### src/rtl/pusch_pkg.sv
// Shared constants and types for the PUSCH Gold sequence generator (TS 38.211 length-31 Gold code).
package pusch_pkg;

    localparam int              NC_DEFAULT = 1600;
    localparam int              GOLD_W     = 31;
    localparam logic [GOLD_W-1:0] X1_INIT  = 31'h1;

    // Feedback taps: x1 uses x(n+3)+x(n), x2 uses x(n+3)+x(n+2)+x(n+1)+x(n).
    localparam logic [GOLD_W-1:0] X1_TAPS  = 31'h0000_0009;
    localparam logic [GOLD_W-1:0] X2_TAPS  = 31'h0000_000F;

    typedef enum logic [1:0] {
        IDLE,
        WARMUP,
        RUN
    } gold_state_t;

endpackage

### src/rtl/gold_seq_gen_if.sv
// Handshake bundle between the sequence requester, the Gold generator and the scrambler.
interface gold_seq_gen_if #(
    parameter int LEN_W = 16
);
    import pusch_pkg::*;

    logic              START;
    logic [GOLD_W-1:0] C_INIT;
    logic [LEN_W-1:0]  SEQ_LEN;
    logic              ADV;
    logic              GOLD_OUT;
    logic              GOLD_VALID;
    logic              GEN_BUSY;
    logic              DONE;

    modport master (
        output START, C_INIT, SEQ_LEN, ADV,
        input  GOLD_OUT, GOLD_VALID, GEN_BUSY, DONE
    );

    modport slave (
        input  START, C_INIT, SEQ_LEN, ADV,
        output GOLD_OUT, GOLD_VALID, GEN_BUSY, DONE
    );

endinterface

### src/rtl/gold_lfsr_step.sv
// One combinational advance of both Gold m-sequence registers (bit i holds x(n+i)).
module gold_lfsr_step
    import pusch_pkg::*;
(
    input  logic [GOLD_W-1:0] x1,
    input  logic [GOLD_W-1:0] x2,
    output logic [GOLD_W-1:0] next_x1,
    output logic [GOLD_W-1:0] next_x2
);

    // The new element x(n+31) enters at the top as everything shifts toward bit 0.
    assign next_x1 = {^(x1 & X1_TAPS), x1[GOLD_W-1:1]};
    assign next_x2 = {^(x2 & X2_TAPS), x2[GOLD_W-1:1]};

endmodule

### src/rtl/gold_seq_gen.sv
// Gold sequence generator feeding the PUSCH scrambler: NC-step warm-up, then one bit per ADV.
// Define GOLD_PARALLEL_WARMUP_EN to warm up four steps per cycle (output sequence unchanged).
module gold_seq_gen
    import pusch_pkg::*;
#(
    parameter int LEN_W = 16,
    parameter int NC    = NC_DEFAULT
)(
    input  logic           CLK_SC,
    input  logic           RST_SC,
    gold_seq_gen_if.slave  bus
);

`ifdef GOLD_PARALLEL_WARMUP_EN
    localparam int WARM_STEPS = 4;
`else
    localparam int WARM_STEPS = 1;
`endif

    localparam logic [10:0] WARM_LAST = 11'(NC - WARM_STEPS);
    localparam logic [10:0] WARM_INC  = 11'(WARM_STEPS);

    gold_state_t       state;
    logic [GOLD_W-1:0] x1;
    logic [GOLD_W-1:0] x2;
    logic [10:0]       warm_cnt;
    logic [LEN_W-1:0]  bit_cnt;
    logic [LEN_W-1:0]  len_q;
    logic              gold_out;
    logic              gold_valid;
    logic              gen_busy;
    logic              done;

    logic [GOLD_W-1:0] chain_x1 [0:WARM_STEPS];
    logic [GOLD_W-1:0] chain_x2 [0:WARM_STEPS];

    assign chain_x1[0] = x1;
    assign chain_x2[0] = x2;

    // Tap 1 of the chain is a single step (RUN); the last tap is a full warm-up cycle.
    for (genvar g = 0; g < WARM_STEPS; g++) begin : g_step
        gold_lfsr_step u_step (
            .x1      (chain_x1[g]),
            .x2      (chain_x2[g]),
            .next_x1 (chain_x1[g+1]),
            .next_x2 (chain_x2[g+1])
        );
    end

    always_ff @(posedge CLK_SC or negedge RST_SC) begin
        if (!RST_SC) begin
            state      <= IDLE;
            x1         <= '0;
            x2         <= '0;
            warm_cnt   <= '0;
            bit_cnt    <= '0;
            len_q      <= '0;
            gold_out   <= 1'b0;
            gold_valid <= 1'b0;
            gen_busy   <= 1'b0;
            done       <= 1'b0;
        end else begin
            done <= 1'b0;
            case (state)
                IDLE: begin
                    if (bus.START && (bus.SEQ_LEN != '0)) begin
                        x1       <= X1_INIT;
                        x2       <= bus.C_INIT;
                        len_q    <= bus.SEQ_LEN;
                        warm_cnt <= '0;
                        bit_cnt  <= '0;
                        gen_busy <= 1'b1;
                        state    <= WARMUP;
                    end
                end
                WARMUP: begin
                    x1 <= chain_x1[WARM_STEPS];
                    x2 <= chain_x2[WARM_STEPS];
                    if (warm_cnt == WARM_LAST) begin
                        state      <= RUN;
                        gold_valid <= 1'b1;
                        gold_out   <= chain_x1[WARM_STEPS][0] ^ chain_x2[WARM_STEPS][0];
                    end else begin
                        warm_cnt <= warm_cnt + WARM_INC;
                    end
                end
                RUN: begin
                    // The output bit is registered from the post-step state, so it never depends on ADV combinationally.
                    if (bus.ADV) begin
                        x1      <= chain_x1[1];
                        x2      <= chain_x2[1];
                        bit_cnt <= bit_cnt + LEN_W'(1);
                        if (bit_cnt == len_q - LEN_W'(1)) begin
                            state      <= IDLE;
                            gold_valid <= 1'b0;
                            gold_out   <= 1'b0;
                            gen_busy   <= 1'b0;
                            done       <= 1'b1;
                        end else begin
                            gold_out <= chain_x1[1][0] ^ chain_x2[1][0];
                        end
                    end
                end
                default: state <= IDLE;
            endcase
        end
    end

    assign bus.GOLD_OUT   = gold_out;
    assign bus.GOLD_VALID = gold_valid;
    assign bus.GEN_BUSY   = gen_busy;
    assign bus.DONE       = done;

endmodule

### src/flat_wrapper.sv
// flat-port wrapper written by rule: the top's interface ports become plain ports
module gold_seq_gen_flat import pusch_pkg::*;
#(
    parameter int LEN_W = 16,
    parameter int NC    = NC_DEFAULT
)
  (CLK_SC, RST_SC, bus_START, bus_C_INIT, bus_SEQ_LEN, bus_ADV, bus_GOLD_OUT, bus_GOLD_VALID, bus_GEN_BUSY, bus_DONE);
  gold_seq_gen_if #(.LEN_W(LEN_W)) bus_i ();
  input  logic CLK_SC;
  input  logic RST_SC;
  input wire logic [$bits(bus_i.START)-1:0] bus_START;
  input wire logic [$bits(bus_i.C_INIT)-1:0] bus_C_INIT;
  input wire logic [$bits(bus_i.SEQ_LEN)-1:0] bus_SEQ_LEN;
  input wire logic [$bits(bus_i.ADV)-1:0] bus_ADV;
  output wire logic [$bits(bus_i.GOLD_OUT)-1:0] bus_GOLD_OUT;
  output wire logic [$bits(bus_i.GOLD_VALID)-1:0] bus_GOLD_VALID;
  output wire logic [$bits(bus_i.GEN_BUSY)-1:0] bus_GEN_BUSY;
  output wire logic [$bits(bus_i.DONE)-1:0] bus_DONE;
  assign bus_i.START = bus_START;
  assign bus_i.C_INIT = bus_C_INIT;
  assign bus_i.SEQ_LEN = bus_SEQ_LEN;
  assign bus_i.ADV = bus_ADV;
  assign bus_GOLD_OUT = bus_i.GOLD_OUT;
  assign bus_GOLD_VALID = bus_i.GOLD_VALID;
  assign bus_GEN_BUSY = bus_i.GEN_BUSY;
  assign bus_DONE = bus_i.DONE;
  gold_seq_gen #(.LEN_W(LEN_W), .NC(NC)) u_core (.CLK_SC(CLK_SC), .RST_SC(RST_SC), .bus(bus_i));
endmodule
### config.mk
export PLATFORM = sky130hd
export DESIGN_NAME = gold_seq_gen_flat
export DESIGN_NICKNAME = d
export VERILOG_FILES = /design/src/rtl/pusch_pkg.sv /design/src/rtl/gold_seq_gen_if.sv /design/src/rtl/gold_lfsr_step.sv /design/src/rtl/gold_seq_gen.sv /design/src/flat_wrapper.sv
export SDC_FILE = /design/constraint.sdc
export NUM_CORES = 1
export LEC_CHECK = 0
export ABC_CLOCK_PERIOD_IN_PS = 3550
export BUFFER_PORTS_ARGS = -buffer_cell sky130_fd_sc_hd__clkbuf_2
export CAP_MARGIN = 15
export CORE_MARGIN = 1.5
export CORE_UTILIZATION = 33
export CTS_BUF_LIST = sky130_fd_sc_hd__clkbuf_4 sky130_fd_sc_hd__clkbuf_8 sky130_fd_sc_hd__clkbuf_16
export DETAILED_ROUTE_END_ITERATION = 10
export GPL_ROUTABILITY_DRIVEN = 0
export HOLD_SLACK_MARGIN = 0.08
export PLACE_DENSITY = 0.59
export REMOVE_ABC_BUFFERS = 1
export SYNTH_ARGS = -nofsm -noshare
export SYNTH_HDL_FRONTEND = slang
export SYNTH_HIERARCHICAL = 1
export SYNTH_SLANG_ARGS = --single-unit
### constraint.sdc
create_clock -name CLK_SC -period 3.55 [get_ports CLK_SC]
set_clock_uncertainty 0.05 [all_clocks]
set_input_delay 0.355 -clock CLK_SC [delete_from_list [all_inputs] [get_ports CLK_SC]]
set_output_delay 0.355 -clock CLK_SC [all_outputs]
set_load 0.01 [all_outputs]
==> Word-level counts from Yosys, hierarchy flattened <==
Cells that the tools add are included.
{ "word_totals": {"register_bits": 111, "inputBits": 51, "out_inout_bits": 4, "elab_cells": 70} }
{ "op_classes": {"add_sub_neg": 3, "eq_ne": 9, "muxes": 30, "n_bitwise": 1, "reduce_logical": 17} }
{ "ops": {"columns": ["operator", "count"], "rows": [
  ["$pmux W31 S3", 2],
  ["$mux W31", 4],
  ["$reduce_xor A31 Y1", 2],
  ["$mux W16", 2],
  ["$pmux W16 S2", 1],
  ["$mux W11", 2],
  ["$pmux W11 S2", 1],
  ["$add A16 B1 Y16 const B", 1],
  ["$eq A16 B16 Y1", 1],
  ["$reduce_bool A16 Y1", 1],
  ["$sub A16 B1 Y16 const B", 1],
  ["$reduce_and A3 Y1", 4],
  ["$reduce_and A4 Y1", 3],
  ["$add A11 B1 Y11 const B", 1],
  ["$eq A11 B11 Y1 const B", 1],
  ["$mux W1", 10],
  ["$mux W2", 4],
  ["$ne A2 B1 Y1 const B", 3],
  ["$pmux W1 S2", 3],
  ["$pmux W2 S3", 1],
  ["$reduce_bool A2 Y1", 3],
  ["$ne A2 B2 Y1 const B", 2],
  ["$reduce_bool A3 Y1", 1],
  ["$eq A2 B1 Y1 const B", 1],
  ["other kinds (5)", 5]
]} }

==> Logic depth before layout (Yosys ltp) <==
Gate-level depths: netlist (run 1).
{ "logic_depth": {"word_depth": 5, "ltp_mapped": 10, "ltp_nobuf": 9} }

==> Modules after synthesis <==
The synthesis (run 1) kept the hierarchy.
{ "by_module_without_submodules": {"columns": ["mod", "instances", "cells_each", "area_per_inst_um2", "seq_area_each_um2"], "rows": [
  ["gold_seq_gen", 1, 591, 5677.9, 2777.7],
  ["gold_lfsr_step", 1, 64, 485.5, 0.0]
]} }

==> Worst setup path before layout (run 1) <==
Ideal clock, no wire load.
{ "synth_path": {"path_kind": "reg-to-reg", "from": "register u_core.len_q[0]", "to": "register u_core.state[1]", "setup_ns": 0.125, "t_arrival_ns": 2.536, "t_required_ns": 3.375, "path_slack_ns": 0.839, "stages_incl_launch_ff": 11, "path_buffers": 1, "period_less_slack_ns": 2.711, "path_cell_list": "dfrtp_1 inv_1 ha_1 or3b_1 clkbuf_1 or4_1 a21oi_1 and4b_1 and4bb_4 and4_4 o21ai_2"} }
{ "synth_between": {"elab_chain_len": 4} }
{ "synth_lines": {"columns": ["item", "line", "source"], "rows": [
  ["start: declaration", "gold_seq_gen.sv:28", "logic [LEN_W-1:0] len_q;"],
  ["start signal: assignment", "gold_seq_gen.sv:69", "len_q <= bus.SEQ_LEN;"],
  ["$sub A16 B1 Y16", "gold_seq_gen.sv:93", "if (bit_cnt == len_q - LEN_W'(1)) begin"],
  ["$eq A16 B16 Y1", "gold_seq_gen.sv:93", null],
  ["$ne A2 B1 Y1 (no line)", null, null],
  ["$reduce_and A4 Y1 (no line)", null, null],
  ["end signal: assignment", "gold_seq_gen.sv:80", "state <= RUN;"],
  ["end signal: assignment", "gold_seq_gen.sv:94", "state <= IDLE;"],
  ["end signal: assignment", "gold_seq_gen.sv:104", "default: state <= IDLE;"],
  ["end: declaration", "gold_seq_gen.sv:23", "gold_state_t state;"]
]} }
No other way between the ends.
A chain may end at the register's enable or synchronous reset.

==> Worst setup path in the final report (run 1) <==
Same ends and word-level chain as after synthesis.

==> metrics.log, run 1 <==
INFO  metric status = complete, but fails checks
INFO  metric failed_checks = design-rule violations
INFO  metric cts-buffers-inserted = 9
INFO  metric clock_insertion_delay_worst_skew = ~0.34 ns
INFO  metric clk_pin_slew_worst_paths = about 0.07 ns
INFO  metric dieHeight = 140 um
INFO  metric initial_standard_cell_utilization_of_the_core = 0.340
INFO  metric hold_slack = roughly 0.22 ns
INFO  metric drv_slew = 0
INFO  metric cts.root.buffer_cell = sky130_fd_sc_hd__clkbuf_16
INFO  metric critical_path.max_fanout = 9
INFO  metric wl_per_cell = between 10 and 15 um
INFO  metric ir_drop = 0.406 mV
INFO  metric met2_usage = 0.185
INFO  metric p_leak = a little under 3 nW
INFO  metric fmax = around 0.34 GHz
INFO  metric cp_launch_type = register
INFO  metric summed_area_of_non_filler_cells_in_the_final_layout = 0.00657 sq mm
INFO  metric remaining_drc_errors = 5
INFO  metric first_global_vias = 4,056
INFO  metric drt_first_pass_iters = 8
INFO  metric fin_tns_setup = 0 ns
INFO  metric worstPathRequired = 3.72 ns
INFO  metric reg2reg_to = u_core/state[1]$_DFFE_PN0P_
INFO  metric synthDistinctLibCells = 58
INFO  metric worst-slew-pin-transition = 1.02 ns
INFO  metric use_met1 = 0.178
INFO  metric detailroute.via_count = roughly 4,200
INFO  metric holdCritStartpoint = bus_SEQ_LEN[9]
INFO  metric postSynth.asyncResetShare = 1.00
INFO  metric detail-route-antenna-nets = 0
INFO  metric first_pass_grt_wire_length = around 20,000 um
INFO  metric timing.max_slew.rel_slack = 0.319
INFO  metric rrSetupSlack = 0.61 ns
INFO  metric buffer_ports.inserted = 54
INFO  metric vias_per_cell = between 4 and 5
INFO  metric synthesis.area_per_instance = around 9.4 sq um
INFO  metric design.portCount = 55
INFO  metric p_per_cell_area = around 750 mW/mm^2
INFO  metric horizontal_die_dimension = between 100 and 150 um
INFO  metric placement_rows = approximately 50
INFO  metric placement.cell_area = 0.00624 sq mm
INFO  metric finalCritPeriodShare = 0.829
INFO  metric coreArea = between 0.015 and 0.02 sq mm
INFO  metric grt_usage = 0.123
INFO  metric synth_seq_cells = 111
INFO  metric hold_path_class = in2reg
INFO  metric cts_sinks = around 110
INFO  metric synthesis.instances = between 600 and 700
INFO  metric cts_tree = built
INFO  metric htreeDepth = 3
INFO  metric yosysSeqAreaShare = 0.451
INFO  metric setup_violations = 0
INFO  metric setup_ws = ~0.61 ns
INFO  metric antenna_cells_inserted = 0
INFO  metric final_hpwl_from_detailed_placement = 7920 um
INFO  metric cts_hold_buffers = 1
INFO  metric worst_reg_to_reg_path_cell_count = 9
INFO  metric finalNetCount = 697
INFO  metric arrival_time_of_the_worst_setup_path = slightly above 3 ns
INFO  metric timing.hold.worst_endpoint = u_core/len_q[9]$_DFFE_PN0P_
INFO  metric synth_flop_cell = sky130_fd_sc_hd__dfrtp_1
INFO  metric setup.worst_path.end_class = register
INFO  metric layout-drive-gt1-share = 0.174
INFO  metric period_minus_slack = just under 3 ns
INFO  metric timing.rr.start = u_core/len_q[0]$_DFFE_PN0P_
INFO  metric worst_hold_path.num_cells = 2
INFO  metric postCtsResizedCells = 0
INFO  metric fill_cells = around 1,900
INFO  metric mappedNetlistArea = about 0.0062 sq mm
INFO  metric met3_usage = 0.0348
INFO  metric global_route.peak_usage_layer = met2
INFO  metric synth-warning-count = 6
INFO  metric dpl_worst_slack = around 0.55 ns
INFO  metric antenna_found_initial = 0
INFO  metric wl = 11,400 um
INFO  metric dieArea = ~0.02 sq mm
INFO  metric layout-area-overhead-vs-synth = 6.58%
INFO  metric clock_path_buffers = 2
INFO  metric timing_worst_setup_path_type = reg2reg
INFO  metric post_cts.repair.setup_buffers = 0
INFO  metric maxCapViolations = 0
INFO  metric pin_count_of_the_biggest_net_entering_global_routing = roughly 130
INFO  metric rsz0062_at_grt = false
INFO  metric global_route.overflow_total = 0
INFO  metric drt_first_iter_violations = 275
INFO  metric finalHoldViolCount = 0
INFO  metric synth_enable_flop_cells = 0
## registers in the layout, indices dropped and copies added, names as in the netlist
name	cells
u_core/bus.GOLD_OUT	1
u_core/x2	31
u_core/state	2
u_core/bus.GEN_BUSY	1
u_core/x1	31
u_core/bus.GOLD_VALID	1
u_core/warm_cnt	11
u_core/bit_cnt	16
u_core/bus.DONE	1
u_core/len_q	16
## layout make-up
| cell class | count | area [sq um] | share of cell area |
|---|---|---|---|
| sequential | 111 | 2780 | 0.423 |
| multi-input combinational | 440 | 2770 | 0.421 |
| timing repair buffer | 66 | 378 | 0.0575 |
| tap | 229 | 287 | 0.0436 |
| clock buffer | 12 | 260 | 0.0396 |
| clock inverter | 4 | 58.8 | 0.00895 |
| inverter | 11 | 41.3 | 0.00629 |
## worst max-delay path: stages (launching register included)
cell and delay, ns:
sky130_fd_sc_hd__dfrtp_1 0.45, sky130_fd_sc_hd__inv_1 0.09, sky130_fd_sc_hd__ha_1 0.19, sky130_fd_sc_hd__or3b_1 0.52, sky130_fd_sc_hd__or4_1 0.48, sky130_fd_sc_hd__xnor2_1 0.17, sky130_fd_sc_hd__and4b_1 0.27, sky130_fd_sc_hd__and4bb_4 0.30
sky130_fd_sc_hd__and4_4 0.26, sky130_fd_sc_hd__o21ai_2 0.06
## how the worst max path moves through the flow
| stage | startpoint | to | slack [ns] | cells after the start |
|---|---|---|---|---|
| 2_1_floorplan | bus_SEQ_LEN[9] | u_core/x1[0]$_DFFE_PN0P_ | -0.23 | 5 |
| 3_3_place_gp | bus_SEQ_LEN[10] | u_core/warm_cnt[8]$_DFFE_PN0P_ | 0.59 | 8 |
| 3_5_place_dp | bus_SEQ_LEN[10] | u_core/x1[15]$_DFFE_PN0P_ | 0.55 | 7 |
| 4_1_cts | u_core/len_q[0]$_DFFE_PN0P_ | u_core/state[1]$_DFFE_PN0P_ | 0.59 | 9 |
| 5_1_grt | u_core/len_q[0]$_DFFE_PN0P_ | u_core/state[1]$_DFFE_PN0P_ | 0.45 | 9 |
| 6_report | u_core/len_q[0]$_DFFE_PN0P_ | u_core/state[1]$_DFFE_PN0P_ | 0.61 | 9 |
## where the power goes
part | internal (mW) | switching (mW)
Sequential | 1.61 | 0.311
Clock | 0.603 | 0.459
Combinational | 0.825 | 1.10
## cells in the final DEF, fill, tap and decap left out, types with 2 or more instances in the layout
cell type                   synthesis  routed
sky130_fd_sc_hd__nand2_1          118     117
sky130_fd_sc_hd__dfrtp_1          111     111
sky130_fd_sc_hd__o21ai_0           68      68
sky130_fd_sc_hd__clkbuf_2           0      53
sky130_fd_sc_hd__nor2_1            37      37
sky130_fd_sc_hd__mux2i_1           34      34
sky130_fd_sc_hd__xor2_1            24      24
sky130_fd_sc_hd__xnor2_1           22      22
sky130_fd_sc_hd__mux2_2            16      16
sky130_fd_sc_hd__nand3_1           13      13
sky130_fd_sc_hd__buf_4             60      11
sky130_fd_sc_hd__inv_1             11      11
sky130_fd_sc_hd__clkbuf_16          0       9
sky130_fd_sc_hd__or4_1              8       8
sky130_fd_sc_hd__nor3_1             8       8
sky130_fd_sc_hd__nor4_1             7       7
sky130_fd_sc_hd__and3_1             6       6
sky130_fd_sc_hd__ha_1               7       6
sky130_fd_sc_hd__a21oi_1            5       5
sky130_fd_sc_hd__nand4_1            5       5
sky130_fd_sc_hd__a21o_1             4       4
sky130_fd_sc_hd__or3_1              3       3
sky130_fd_sc_hd__o31a_1             3       3
sky130_fd_sc_hd__or2_2              3       3
sky130_fd_sc_hd__o21a_1             3       3
sky130_fd_sc_hd__o31ai_1            3       3
sky130_fd_sc_hd__and4_1             3       3
sky130_fd_sc_hd__clkbuf_8           0       2
sky130_fd_sc_hd__nor3b_1            2       2
sky130_fd_sc_hd__a32oi_1            2       2
sky130_fd_sc_hd__nand2b_1           2       2
sky130_fd_sc_hd__a211oi_2           2       2
sky130_fd_sc_hd__a2111oi_0          2       2
sky130_fd_sc_hd__and2_1             2       2
sky130_fd_sc_hd__a22o_1             2       2
sky130_fd_sc_hd__nor2b_1            2       2
sky130_fd_sc_hd__o21ai_2            2       2
## metrics by stage
step | utilization | std cells | power [mW]
6_report | 0.362 | 873 | 4.91
5_1_grt | 0.362 | 873 | 5.33
4_1_cts | 0.362 | 873 | 4.99
3_5_place_dp | 0.344 | 856 | 3.90
3_3_place_gp | 0.344 | 856 | 3.86
2_1_floorplan | - | 562 | 3.36
## cell families after synthesis
| group | synth area share |
|---|---|
| AO/OA/AOI/OAI | 0.109 |
| buffers and inverters | 0.102 |
| flip-flops | 0.451 |
| multiplexers | 0.0844 |
| AND/OR/NAND/NOR | 0.174 |
| XOR/XNOR | 0.0654 |
| adder cells (fa/ha/maj) | 0.0142 |
## cell usage after synthesis, types with 3 or more instances
library cell               instances  area, sq um
sky130_fd_sc_hd__nand2_1         118          443
sky130_fd_sc_hd__dfrtp_1         111         2780
sky130_fd_sc_hd__o21ai_0          68          340
sky130_fd_sc_hd__buf_4            60          450
sky130_fd_sc_hd__nor2_1           37          139
sky130_fd_sc_hd__mux2i_1          34          340
sky130_fd_sc_hd__xor2_1           24          210
sky130_fd_sc_hd__clkbuf_1         22         82.6
sky130_fd_sc_hd__xnor2_1          22          193
sky130_fd_sc_hd__mux2_2           16          180
sky130_fd_sc_hd__nand3_1          13         65.1
sky130_fd_sc_hd__buf_2            11         55.1
sky130_fd_sc_hd__inv_1            11         41.3
sky130_fd_sc_hd__nor3_1            8         40.0
sky130_fd_sc_hd__or4_1             8         60.1
sky130_fd_sc_hd__ha_1              7         87.6
sky130_fd_sc_hd__nor4_1            7         43.8
sky130_fd_sc_hd__and3_1            6         37.5
sky130_fd_sc_hd__a21oi_1           5         25.0
sky130_fd_sc_hd__nand4_1           5         31.3
sky130_fd_sc_hd__a21o_1            4         30.0
sky130_fd_sc_hd__and4_1            3         26.3
sky130_fd_sc_hd__o21a_1            3         22.5
sky130_fd_sc_hd__o31a_1            3         26.3
sky130_fd_sc_hd__o31ai_1           3         22.5
sky130_fd_sc_hd__or2_2             3         18.8
sky130_fd_sc_hd__or3_1             3         18.8
## layer usage
metal | wire length (um) | up-vias
met5 | 0 | -
met4 | 60 | 0
met3 | 559 | 4
met2 | 4880 | 79
met1 | 5920 | 1984
li1 | - | 2143
Note: power is estimated with default switching activity, not from simulation.
==> run 2: changes to the inputs <==
--- a/config.mk
+++ b/config.mk
@@ -5,7 +5,8 @@
 export SDC_FILE = /design/constraint.sdc
 export NUM_CORES = 1
 export LEC_CHECK = 0
-export ABC_CLOCK_PERIOD_IN_PS = 3550
+export ABC_AREA = 1
+export ABC_CLOCK_PERIOD_IN_PS = 3000
 export BUFFER_PORTS_ARGS = -buffer_cell sky130_fd_sc_hd__clkbuf_2
 export CAP_MARGIN = 15
 export CORE_MARGIN = 1.5
==> constraint.sdc (replaced) <==
create_clock -name CLK_SC -period 3 [get_ports CLK_SC]
set_clock_uncertainty 0.05 [all_clocks]
set_input_delay 0.3 -clock CLK_SC [delete_from_list [all_inputs] [get_ports CLK_SC]]
set_output_delay 0.3 -clock CLK_SC [all_outputs]
set_load 0.01 [all_outputs]
==> run 2 against run 1 <==
Against the previous run: the run now ends clean; count of clock-buffer cells in the layout decreased by 3; hold slack worse by 0.11 ns; synthesized cell count rose by 35%; design area increased by 7.7%.
==> metrics.log, run 2 <==
INFO  metric status = finished clean
INFO  metric finish.cell_count_without_fillers = roughly 1,100
INFO  metric ordered_cell_list_for_the_critical_path = inv_1, ha_1, inv_2, nor2_1, inv_1, nand2_1, nor2_4, buf_12, nand3_1, o21a_1
INFO  metric cp_launch_type = register
INFO  metric synthDistinctLibCells = 35
INFO  metric setup.worst_path.end_class = register
INFO  metric slowest_stage = sky130_fd_sc_hd__nor2_4
INFO  metric dieArea = between 0.02 and 0.025 sq mm
INFO  metric synth_top_area_frac = 0.416
INFO  metric dieHeight = approximately 150 um
INFO  metric synth.top_cells.by_area = sky130_fd_sc_hd__dfrtp_1 42%, sky130_fd_sc_hd__nand2_1 15%, sky130_fd_sc_hd__nand3_1 7.3%
INFO  metric ys_top_cells_by_count = 259 x sky130_fd_sc_hd__nand2_1, 111 x sky130_fd_sc_hd__dfrtp_1, 97 x sky130_fd_sc_hd__nand3_1
INFO  metric wl = around 14,000 um
INFO  metric setup_violations = 0
INFO  metric hold_path_class = in2reg
INFO  metric buffer_ports.inserted = 54
INFO  metric wl_met3 = around 470 um
INFO  metric critical_path.max_fanout = a little over 60
INFO  metric initial_standard_cell_utilization_of_the_core = 0.340
INFO  metric fmax = between 0.3 and 0.4 GHz
INFO  metric biggestRegsByFlops = u_core/x1 x31, u_core/x2 x31
INFO  metric ir_drop = 0.360 mV
INFO  metric cts_hold_buffers = 1
INFO  metric hold_slack = 0.110 ns
INFO  metric clock_insertion_delay_worst_skew = around 0.36 ns
INFO  metric layout.core_utilization = 0.360
INFO  metric pin_count_of_the_biggest_net_entering_global_routing = between 60 and 70
INFO  metric place_inst = 1,119
INFO  metric vias_per_cell = 4.72
INFO  metric global_route.overflow_total = 0
INFO  metric p_per_cell_area = 915 mW/mm^2
INFO  metric postSynth.asyncResetShare = 1.00
INFO  metric post_cts.repair.setup_buffers = 0
INFO  metric finalNetCount = roughly 920
INFO  metric mappedNetlistArea = 0.00668 sq mm
INFO  metric drv_slew = 0
INFO  metric wl_met2 = about 6600 um
INFO  metric timing.max_slew.rel_slack = 0.495
INFO  metric dpl_worst_slack = about 0.39 ns
INFO  metric critical_path.max_stage_delay = 0.60 ns
INFO  metric antenna_cells_inserted = 0
INFO  metric design.portCount = 55
INFO  metric grt_usage = 0.142
INFO  metric htreeDepth = 3
INFO  metric top_layer_used = met4
INFO  metric power = 6.47 mW
INFO  metric clock_path_buffers = 2
INFO  metric horizontal_die_dimension = ~150 um
INFO  metric layout-drive-gt1-share = 0.118
INFO  metric synthesis.instances = ~890
INFO  metric cts_tree = built
INFO  metric maxCapViolations = 0
INFO  metric period_minus_slack = 2.58 ns
INFO  metric final_hpwl_from_detailed_placement = about 10000 um
INFO  metric m1WireLength = ~7000 um
INFO  metric clk_pin_slew_worst_paths = approximately 0.08 ns
INFO  metric worstPathRequired = around 3.2 ns
INFO  metric drt_first_iter_violations = about 400
INFO  metric layout-area-overhead-vs-synth = 5.86%
INFO  metric drt_first_pass_iters = 5
INFO  metric finalHoldViolCount = 0
INFO  metric antenna_found_initial = 0
INFO  metric first_pass_grt_wire_length = 24,600 um
INFO  metric postCtsResizedCells = 0
INFO  metric mostFrequentLayoutCells = 259 x sky130_fd_sc_hd__nand2_1, 111 x sky130_fd_sc_hd__dfrtp_1, 97 x sky130_fd_sc_hd__nand3_1, 63 x sky130_fd_sc_hd__o21ai_0, 59 x sky130_fd_sc_hd__inv_1
INFO  metric rsz0062_at_grt = false
INFO  metric timing_worst_setup_path_type = reg2reg
INFO  metric synth.largest_area_cell = sky130_fd_sc_hd__dfrtp_1
INFO  metric synth_enable_flop_cells = 0
INFO  metric detailroute.via_count = ~5,400
INFO  metric synthesis.area_per_instance = approximately 7.5 sq um
INFO  metric setup_ws = ~0.42 ns
INFO  metric coreArea = 0.0197 sq mm
INFO  metric cts-buffers-inserted = 9
INFO  metric wl_per_cell = about 12 um
INFO  metric remaining_drc_errors = 0
INFO  metric placement.cell_area = between 0.006 and 0.007 sq mm
INFO  metric worst-slew-pin-transition = about 0.76 ns
INFO  metric fin_tns_setup = 0 ns
INFO  metric cts_sinks = 111
INFO  metric finalCritPeriodShare = 0.859
INFO  metric cts.root.buffer_cell = sky130_fd_sc_hd__clkbuf_16
INFO  metric worst_path_most_repeated_cell = sky130_fd_sc_hd__inv_1
INFO  metric summed_area_of_non_filler_cells_in_the_final_layout = 0.00707 sq mm
INFO  metric first_global_vias = slightly above 5,000
INFO  metric placement_rows = 51
INFO  metric mostFrequentLayoutCell = sky130_fd_sc_hd__nand2_1
INFO  metric synthMostInstantiatedCell = sky130_fd_sc_hd__nand2_1
INFO  metric p_leak = between 3 and 4 nW
INFO  metric detail-route-antenna-nets = 0
INFO  metric arrival_time_of_the_worst_setup_path = 2.78 ns
INFO  metric synth_seq_cells = about 110
INFO  metric yosysSeqAreaShare = 0.416
INFO  metric synth-warning-count = 6
INFO  metric synth_flop_cell = sky130_fd_sc_hd__dfrtp_1
## run 2: metal layers
| layer | vias up | GRT usage |
|---|---|---|
| li1 | 2766 | - |
| met1 | 2490 | 0.191 |
| met2 | 88 | 0.229 |
| met3 | 10 | 0.0305 |
| met4 | 0 | 0.0393 |
| met5 | - | 0 |
## run 2: worst paths after layout
path | slack (ns) | cells past startpoint | start | to
max | 0.42 | 10 | u_core/state[0]$_DFFE_PN0P_ | u_core/x2[28]$_DFFE_PN0P_
min | 0.11 | 3 | bus_SEQ_LEN[14] | u_core/len_q[14]$_DFFE_PN0P_
max reg2reg | 0.42 | 10 | u_core/state[0]$_DFFE_PN0P_ | u_core/x2[28]$_DFFE_PN0P_
min reg2reg | 0.44 | 2 | u_core/bus.GEN_BUSY$_DFFE_PN0P_ | u_core/bus.GEN_BUSY$_DFFE_PN0P_
max in group asynchronous | 1.65 | 3 | RST_SC | u_core/x2[21]$_DFFE_PN0P_
min in group asynchronous | 0.49 | 2 | RST_SC | u_core/len_q[4]$_DFFE_PN0P_
## run 2: kinds of logic (layout without fill, tap and decap cells)
kind of cell,count (synthesis),after routing,share of synthesized area
and+or+nand+nor,471,471,0.308
buffers and inverters,158,142,0.129
AOI/OAI and AO/OA,112,112,0.0989
DFF,111,111,0.416
xor gates and xnor gates,27,27,0.0354
adders and majority gates,7,7,0.0131
## run 2: layout make-up
class / count / area, sq um
Clock buffer: 9 / 225
Clock inverter: 6 / 80.1
Fill cell: 2121 / 12600
Inverter: 64 / 240
Multi-Input combinational cell: 617 / 3050
Sequential cell: 111 / 2780
Tap cell: 265 / 332
Timing Repair Buffer: 63 / 368
## run 2: where the power goes
group | internal (mW) | switching [mW] | total, mW
combinational | 1.05 | 1.91 | 2.97
sequential | 1.91 | 0.350 | 2.26
clock | 0.658 | 0.583 | 1.24
## run 2: worst max-delay path: cells and delay by family (launching register included)
family	cells	cell delay (ns)
and+or+nand+nor	4	0.91
adders and majority gates	1	0.31
buffers and inverters	4	0.63
AOI/OAI and AO/OA	1	0.12
DFF	1	0.40
